## config.mk

```make
export PLATFORM = sky130hd
export DESIGN_NAME = pipe_if_fetch
export DESIGN_NICKNAME = d
export VERILOG_FILES = /design/src/rtl/pipe_pkg.sv /design/src/rtl/mux4.sv /design/src/rtl/pipe_if_fetch.sv
export SDC_FILE = /design/constraint.sdc
export NUM_CORES = 1
export LEC_CHECK = 0
export CORE_MARGIN = 5
export CORE_UTILIZATION = 31
export CTS_BUF_LIST = sky130_fd_sc_hd__clkbuf_8
export DETAILED_ROUTE_END_ITERATION = 10
export HOLD_SLACK_MARGIN = 0.06
export PLACE_DENSITY_LB_ADDON = 0.2
export SETUP_SLACK_MARGIN = 0.2
export SLEW_MARGIN = 20
export SYNTH_ARGS = -nofsm -noshare
export SYNTH_HDL_FRONTEND = slang
export SYNTH_SLANG_ARGS = --single-unit
```

## constraint.sdc

```tcl
create_clock -name clk -period 3.16 [get_ports clk]
set_input_delay 0.79 -clock clk [delete_from_list [all_inputs] [get_ports clk]]
set_output_delay 0.79 -clock clk [all_outputs]
set_load 0.01 [all_outputs]
```

## src/rtl/pipe_pkg.sv

```systemverilog
// rtl/pipe_pkg.sv - shared constants and types for the pipelined CPU front end
package pipe_pkg;

    localparam logic [1:0] PCSRC_PC4 = 2'd0;
    localparam logic [1:0] PCSRC_BR  = 2'd1;
    localparam logic [1:0] PCSRC_JR  = 2'd2;
    localparam logic [1:0] PCSRC_J   = 2'd3;

    // sll $0,$0,0 doubles as the pipeline bubble
    localparam logic [31:0] NOP_INST_DEFAULT = 32'h0000_0000;
    localparam logic [31:0] RESET_PC_DEFAULT = 32'h0000_0000;

    typedef enum logic {
        ST_FETCH = 1'b0,
        ST_HOLD  = 1'b1
    } fetch_state_t;

    function automatic logic [31:0] pc_plus4(input logic [31:0] pc);
        return pc + 32'd4;
    endfunction

endpackage

```

## src/rtl/mux4.sv

```systemverilog
// rtl/mux4.sv - generic 4:1 multiplexer used for next-PC selection
module mux4
    import pipe_pkg::*;
#(
    parameter int W = 32
) (
    input  logic [W-1:0] i_d0,
    input  logic [W-1:0] i_d1,
    input  logic [W-1:0] i_d2,
    input  logic [W-1:0] i_d3,
    input  logic [1:0]   i_s,
    output logic [W-1:0] o_y
);

    always_comb begin
        o_y = i_d0;
        case (i_s)
            PCSRC_PC4: o_y = i_d0;
            PCSRC_BR:  o_y = i_d1;
            PCSRC_JR:  o_y = i_d2;
            PCSRC_J:   o_y = i_d3;
            default:   o_y = i_d0;
        endcase
    end

endmodule

```

## src/rtl/pipe_if_fetch.sv

```systemverilog
// rtl/pipe_if_fetch.sv - IF stage: PC, req/ack instruction fetch, IF/ID register
module pipe_if_fetch
    import pipe_pkg::*;
#(
    parameter logic [31:0] RESET_PC = RESET_PC_DEFAULT,
    parameter logic [31:0] NOP_INST = NOP_INST_DEFAULT
) (
    input  logic        clk,
    input  logic        clrn,
    input  logic        nostall,
    input  logic [1:0]  pcsource,
    input  logic [31:0] bpc,
    input  logic [31:0] jpc,
    input  logic [31:0] rpc,
    output logic        imem_req,
    output logic [31:0] imem_addr,
    input  logic        imem_ack,
    input  logic [31:0] imem_rdata,
    output logic [31:0] pc,
    output logic [31:0] dpc4,
    output logic [31:0] inst
);

    fetch_state_t r_state;
    fetch_state_t w_next_state;

    logic [31:0] r_pc;
    logic [31:0] r_dpc4;
    logic [31:0] r_inst;
    logic [31:0] r_ibuf;
    logic        r_redir_valid;
    logic [31:0] r_redir_pc;

    logic [31:0] w_pc4;
    logic [31:0] w_target;
    logic [31:0] w_npc;
    logic        w_req;
    logic        w_done;
    logic        w_advance;
    logic        w_bubble;
    logic        w_park;

    assign w_pc4 = pc_plus4(r_pc);

    mux4 #(.W(32)) u_npc_mux (
        .i_d0 (w_pc4),
        .i_d1 (bpc),
        .i_d2 (rpc),
        .i_d3 (jpc),
        .i_s  (pcsource),
        .o_y  (w_target)
    );

    // A live redirect from ID wins; otherwise replay a branch that left ID during a miss
    assign w_npc = (pcsource != PCSRC_PC4) ? w_target :
                   r_redir_valid           ? r_redir_pc : w_pc4;

    always_ff @(posedge clk or negedge clrn) begin
        if (!clrn) begin
            r_state <= ST_FETCH;
        end else begin
            r_state <= w_next_state;
        end
    end

    always_comb begin
        w_next_state = r_state;
        case (r_state)
            ST_FETCH: if (w_done && !nostall) w_next_state = ST_HOLD;
            ST_HOLD:  if (nostall)            w_next_state = ST_FETCH;
            default:                          w_next_state = ST_FETCH;
        endcase
    end

    always_comb begin
        w_req     = (r_state == ST_FETCH);
        w_done    = w_req & imem_ack;
        w_advance = nostall & (w_done | (r_state == ST_HOLD));
        w_bubble  = nostall & w_req & ~imem_ack;
        w_park    = w_done & ~nostall;
    end

    always_ff @(posedge clk or negedge clrn) begin
        if (!clrn) begin
            r_pc          <= RESET_PC;
            r_dpc4        <= 32'h0000_0000;
            r_inst        <= NOP_INST;
            r_ibuf        <= 32'h0000_0000;
            r_redir_valid <= 1'b0;
            r_redir_pc    <= 32'h0000_0000;
        end else begin
            if (w_advance) begin
                r_inst        <= (r_state == ST_HOLD) ? r_ibuf : imem_rdata;
                r_dpc4        <= w_pc4;
                r_pc          <= w_npc;
                r_redir_valid <= 1'b0;
            end else if (w_bubble) begin
                r_inst <= NOP_INST;
                if (pcsource != PCSRC_PC4) begin
                    r_redir_pc    <= w_target;
                    r_redir_valid <= 1'b1;
                end
            end
            if (w_park) begin
                r_ibuf <= imem_rdata;
            end
        end
    end

    assign imem_req  = w_req;
    assign imem_addr = r_pc;
    assign pc        = r_pc;
    assign dpc4      = r_dpc4;
    assign inst      = r_inst;

endmodule

```

[Word-level counts from Yosys, hierarchy flattened]
Index checks and enable logic that the tools add are counted.
Word-level totals
  logic and storage cells: 41
  output and inout port bits: 129
  register bits: 162
  input port bits: 134
Operators by class
  mux-type cells: 12
  add/sub/neg operators: 1
  reduce and logical (&&, ||, !) cells: 8
  eq/ne operators: 3
  bitwise logic cells: 10
Operator list (count)
  32-bit two-way mux: 5
  32-bit case mux with 4 select lines: 1
  32-bit by 3-bit adder with 32-bit output, second input constant: 1
  2-bit nonzero test: 3
  1-bit AND: 5
  1-bit two-way mux: 5
  2-bit == test, second input constant: 2
  1-bit inverter: 4
  3-bit AND reduction: 1
  2-bit by 1-bit == test with 1-bit output, second input constant: 1
  2-bit logical NOT: 1
  1-bit case mux with 2 select lines: 1
  2-bit AND reduction: 1
  1-bit logical AND: 1
  1-bit logical NOT: 1
  1-bit OR: 1

[Depth between registers and ports, before layout]
  depth after elaboration: 6
  depth in mapped cells: 8
  mapped depth without buffers: 6

[Modules after synthesis]
A second synthesis with hierarchy kept.
Second synthesis, totals
  cells, all modules: 786
  area, all modules: 8588.2 um^2
Modules (own cells, without submodules)
  pipe_if_fetch: sequential area each 4053.9 um^2, cells an instance 747, area an instance 7773.7 um^2, instances 1
  mux4: sequential area each 0.0 um^2, cells an instance 39, area an instance 814.5 um^2, instances 1

[Worst setup path after synthesis]
No wires, ideal clock.
  path type: input port to flip-flop
  start: input port pcsource[0]
  end: register r_pc[20], in the netlist imem_addr[20]
  buffers on the path: 3
  data arrival time: 2.236 ns
  stages on the path: 7
  setup slack: 0.794 ns
  required time: 3.031 ns
  library setup time: 0.129 ns
  cell sequence: buf_2 -> buf_1 -> clkbuf_1 -> mux2i_1 -> o21ai_0 -> a221oi_1 -> o2bb2ai_1
Between the ends
  cells in the longest elaborated chain, start to end: 3
  elaborated cells between the ends (all ways): 7
  classes of those cells: eq/ne (3); mux (2); reduce/logical (2)
RTL lines
  start: declaration: RTL line pipe_if_fetch.sv:11  | input logic [1:0] pcsource,
  2-bit == test, or another cell as far along: RTL line mux4.sv:17  | case (i_s)
  32-bit case mux with 4 select lines: RTL line mux4.sv:17
  32-bit two-way mux (*): RTL line pipe_if_fetch.sv:55  | assign w_npc = (pcsource != PCSRC_PC4) ? w_target :
  end signal: assignment: RTL line pipe_if_fetch.sv:95  | r_pc <= w_npc;
  end: declaration: RTL line pipe_if_fetch.sv:27  | logic [31:0] r_pc;
Every way passes the cells marked *; elsewhere a longest branch is shown, timed or not.
A chain may end at the register's enable or synchronous reset.

[Worst setup path in the final report]
  start: register r_pc[3], in the netlist imem_addr[3]
  end: register r_pc[28], in the netlist imem_addr[28]
Between the ends
  cells in the longest elaborated chain, start to end: 3
  elaborated cells between the ends (all ways): 4
  classes of those cells: add/sub (1); mux (3)
RTL lines
  32-bit by 3-bit adder with 32-bit output (*): RTL line pipe_pkg.sv:19  | return pc + 32'd4;
  32-bit case mux with 4 select lines or 32-bit two-way mux (tied branches): RTL line mux4.sv:17, pipe_if_fetch.sv:56
  32-bit two-way mux (*): RTL line pipe_if_fetch.sv:55
Marks and branches as above.

==> results.md <==
* Synth top cells by count: dfrtp_1 (162), nand2_1 (111), o21ai_0 (85)
* Maximum clock path buffer count at 2
* Final setup fails at 0
* Status: complete, no violations
* DRC viols at 0
* FF+latch count, synth at 162
* Maxcap violations at 0
* Dpl ws at 0.370 ns
* Top-area cell type share of the netlist area at 48.3%
* Antenna viol nets, final at 0
* CTS tree: built
* Wire per inst at 19.2 um
* Setup bufs post-CTS at 0
* Setup Skew at 0.0177 ns
* Vias per inst at 5.10
* First DRT Iteration DRCs at 499
* R2r endpoint: imem_addr[28]
* Rel. slew slack at 36.7%
* Die footprint at 30500 um^2
* CP Capture Type: flip-flop
* Slew at the pin closest to its max-slew limit at 0.947 ns
* Synth Net Count at 1010
* Mapped cell area at 8400 um^2
* Vias at 7407
* Worst r2r src: imem_addr[3]
* Crit path launch: imem_addr[3]
* Synth top area cells: dfrtp_1 (48%), mux2_2 (7.6%), o21ai_0 (5.1%)
* Congestion Overflow GR at 0
* Min cycle time layout at 2.61 ns
* Worst-path clk slew at 0.10 ns
* Fin util at 43.5%
* Syn avg cell area at 9.60 um^2
* Dpl cells at 1417
* Core ar. at 26800 um^2
* Slew Viols, Final at 0
* Num rows at 60
* CTS sink cnt at 162
* Initial antenna violation count at 10
* H-tree levels at 4
* First-pass GRT wire length at 43200 um
* Die Y-Extent at 175 um
* GRT Overall Usage at 17.8%
* CP endpoint: imem_addr[28]
* Layout area overhead at 38.7%
* Post-DP HPWL at 20700 um
* Final instance area at 11700 um^2
* Synth area leader: dfrtp_1
* Vias in the first global route at 7417
* Starting Density at 31.3%
* RSZ-0062 raised after global routing: false
* Total iterations of the first detailed-routing run at 5
* Mapped Cells at 875
* Total CTS buffers at 17
* Distinct cells, synth at 60
* Reg2Reg Setup Slack at 0.55 ns
* Final worst-path cycle share at 82.5%
* Synth async-reset ratio at 100%
* Largest net degree at the start of global routing at 65
* Clk_lat worst skew at 0.47 ns
* P_leak at 4.71 nW
* Post-synth EDFFs at 0
* Global placement routability congestion at 0.854
* Most common cell in the netlist: dfrtp_1
* Hold Buf Count CTS at 0
* CP required at 3.50 ns
* Crit path launch type: flip-flop
* PD cells at 527 nW/um^2
* Peak VDD IR at 238 uV
* Max Fclk at 0.384 GHz
* Share of cells above drive strength 1 at 13.1%
* CP arrival at 2.94 ns
* Overall power at 6.15 mW
* Crit Path Category: flip-flop to flip-flop
* Tightest Hold Check Type: input pin to asynchronous set/reset pin
* Clock root cell: clkbuf_8
* Final hold slack at 0.298 ns
* Hold Fails Final Rpt at 0
* Die X at 175 um
* I/O pins at 263
* Sequential cell area fraction in the yosys report at 48.3%
* Total negative setup slack at 0 ns
* Fin worst setup slack at 0.554 ns
* Final non-filler cell total at 1451
* R2R cell count at 6
* IO Port Bufs at 262
* Worst-path fanout max at 7
* Yosys warnings at 0
* DRT Wirelength at 27800 um
* Ys flop type: dfrtp_1
* Resized Gates After CTS at 0
* DP Area at 11300 um^2
* NumNets Final at 1230
critical path, cell delays in order, from the launching register on:
cell and delay, ns:
dfrtp_1 0.53, ha_1 0.30, nand4_1 0.25, or4_4 0.62
nor4_4 0.33, nor2_1 0.09, or3_1 0.36
worst min path at each step:
| stage | cells past startpoint | start | slack (ns) | to |
|---|---|---|---|---|
| 3_3_place_gp | 2 | r_redir_pc[8] | 0.45 | r_redir_pc[8] |
| 2_1_floorplan | 2 | r_redir_pc[5] | 0.44 | r_redir_pc[5] |
| 5_1_grt | 1 | clrn | 0.32 | dpc4[31] |
| 6_report | 1 | clrn | 0.30 | dpc4[31] |
| 4_1_cts | 1 | clrn | 0.30 | dpc4[31] |
| 3_5_place_dp | 2 | dpc4[8] | 0.46 | dpc4[8] |
power by group:
group	total (mW)	switching (mW)	internal, mW
registers	2.80	0.353	2.45
logic	1.86	0.807	1.05
clock network	1.49	0.857	0.631
layer usage:
metal	track usage [%]	wire, um	vias up
met2	27.7	12700	247
li1	-	-	3542
met4	5.14	498	16
met5	0	110	-
met1	23.6	12100	3553
met3	6.34	2420	49
final cells by class:
class,count,area [um^2]
Antenna cell,2,5.00
Clock buffer,17,234
Clock inverter,15,138
Fill cell,2634,15100
Inverter,14,52.6
Multi-Input combinational cell,599,3810
Sequential cell,162,4050
Tap cell,341,427
Timing Repair Buffer,301,2930
layout by cell type (no fill, tap or decap), types with 4 or more instances in the layout:
cell type	count
clkdlybuf4s50_1	259
dfrtp_1	162
nand2_1	111
o21ai_0	85
nor2_1	61
mux2_2	57
a21oi_1	51
a22oi_1	44
buf_4	37
xnor2_1	25
mux2i_1	18
clkbuf_8	17
inv_1	16
nand3_1	16
nor3_1	16
nor4_1	9
a221oi_1	8
nand4_1	7
o2bb2ai_1	6
a31oi_1	6
a211oi_1	5
and3_1	5
a21boi_0	5
o22ai_1	5
clkinv_4	5
o31ai_1	4
or3_1	4
registers in the layout, summed over array words and instances (netlist names):
register	count
dpc4	32
imem_addr	32
inst	32
r_ibuf	32
r_redir_pc	32
r_redir_valid	1
r_state	1
cell families (layout without fill, tap and decap cells):
logic type / Yosys count / in the layout / share of synthesized area, %
compound gates: 239 / 239 / 17.6
fa+ha+maj: 1 / 1 / 0.149
xor+xnor: 28 / 28 / 2.92
flops: 162 / 162 / 48.3
other cells: 0 / 2 / 0
simple gates: 255 / 255 / 14.3
buf+inv: 114 / 347 / 6.72
mux: 76 / 76 / 10.1
(Power assumes the default switching activity.)
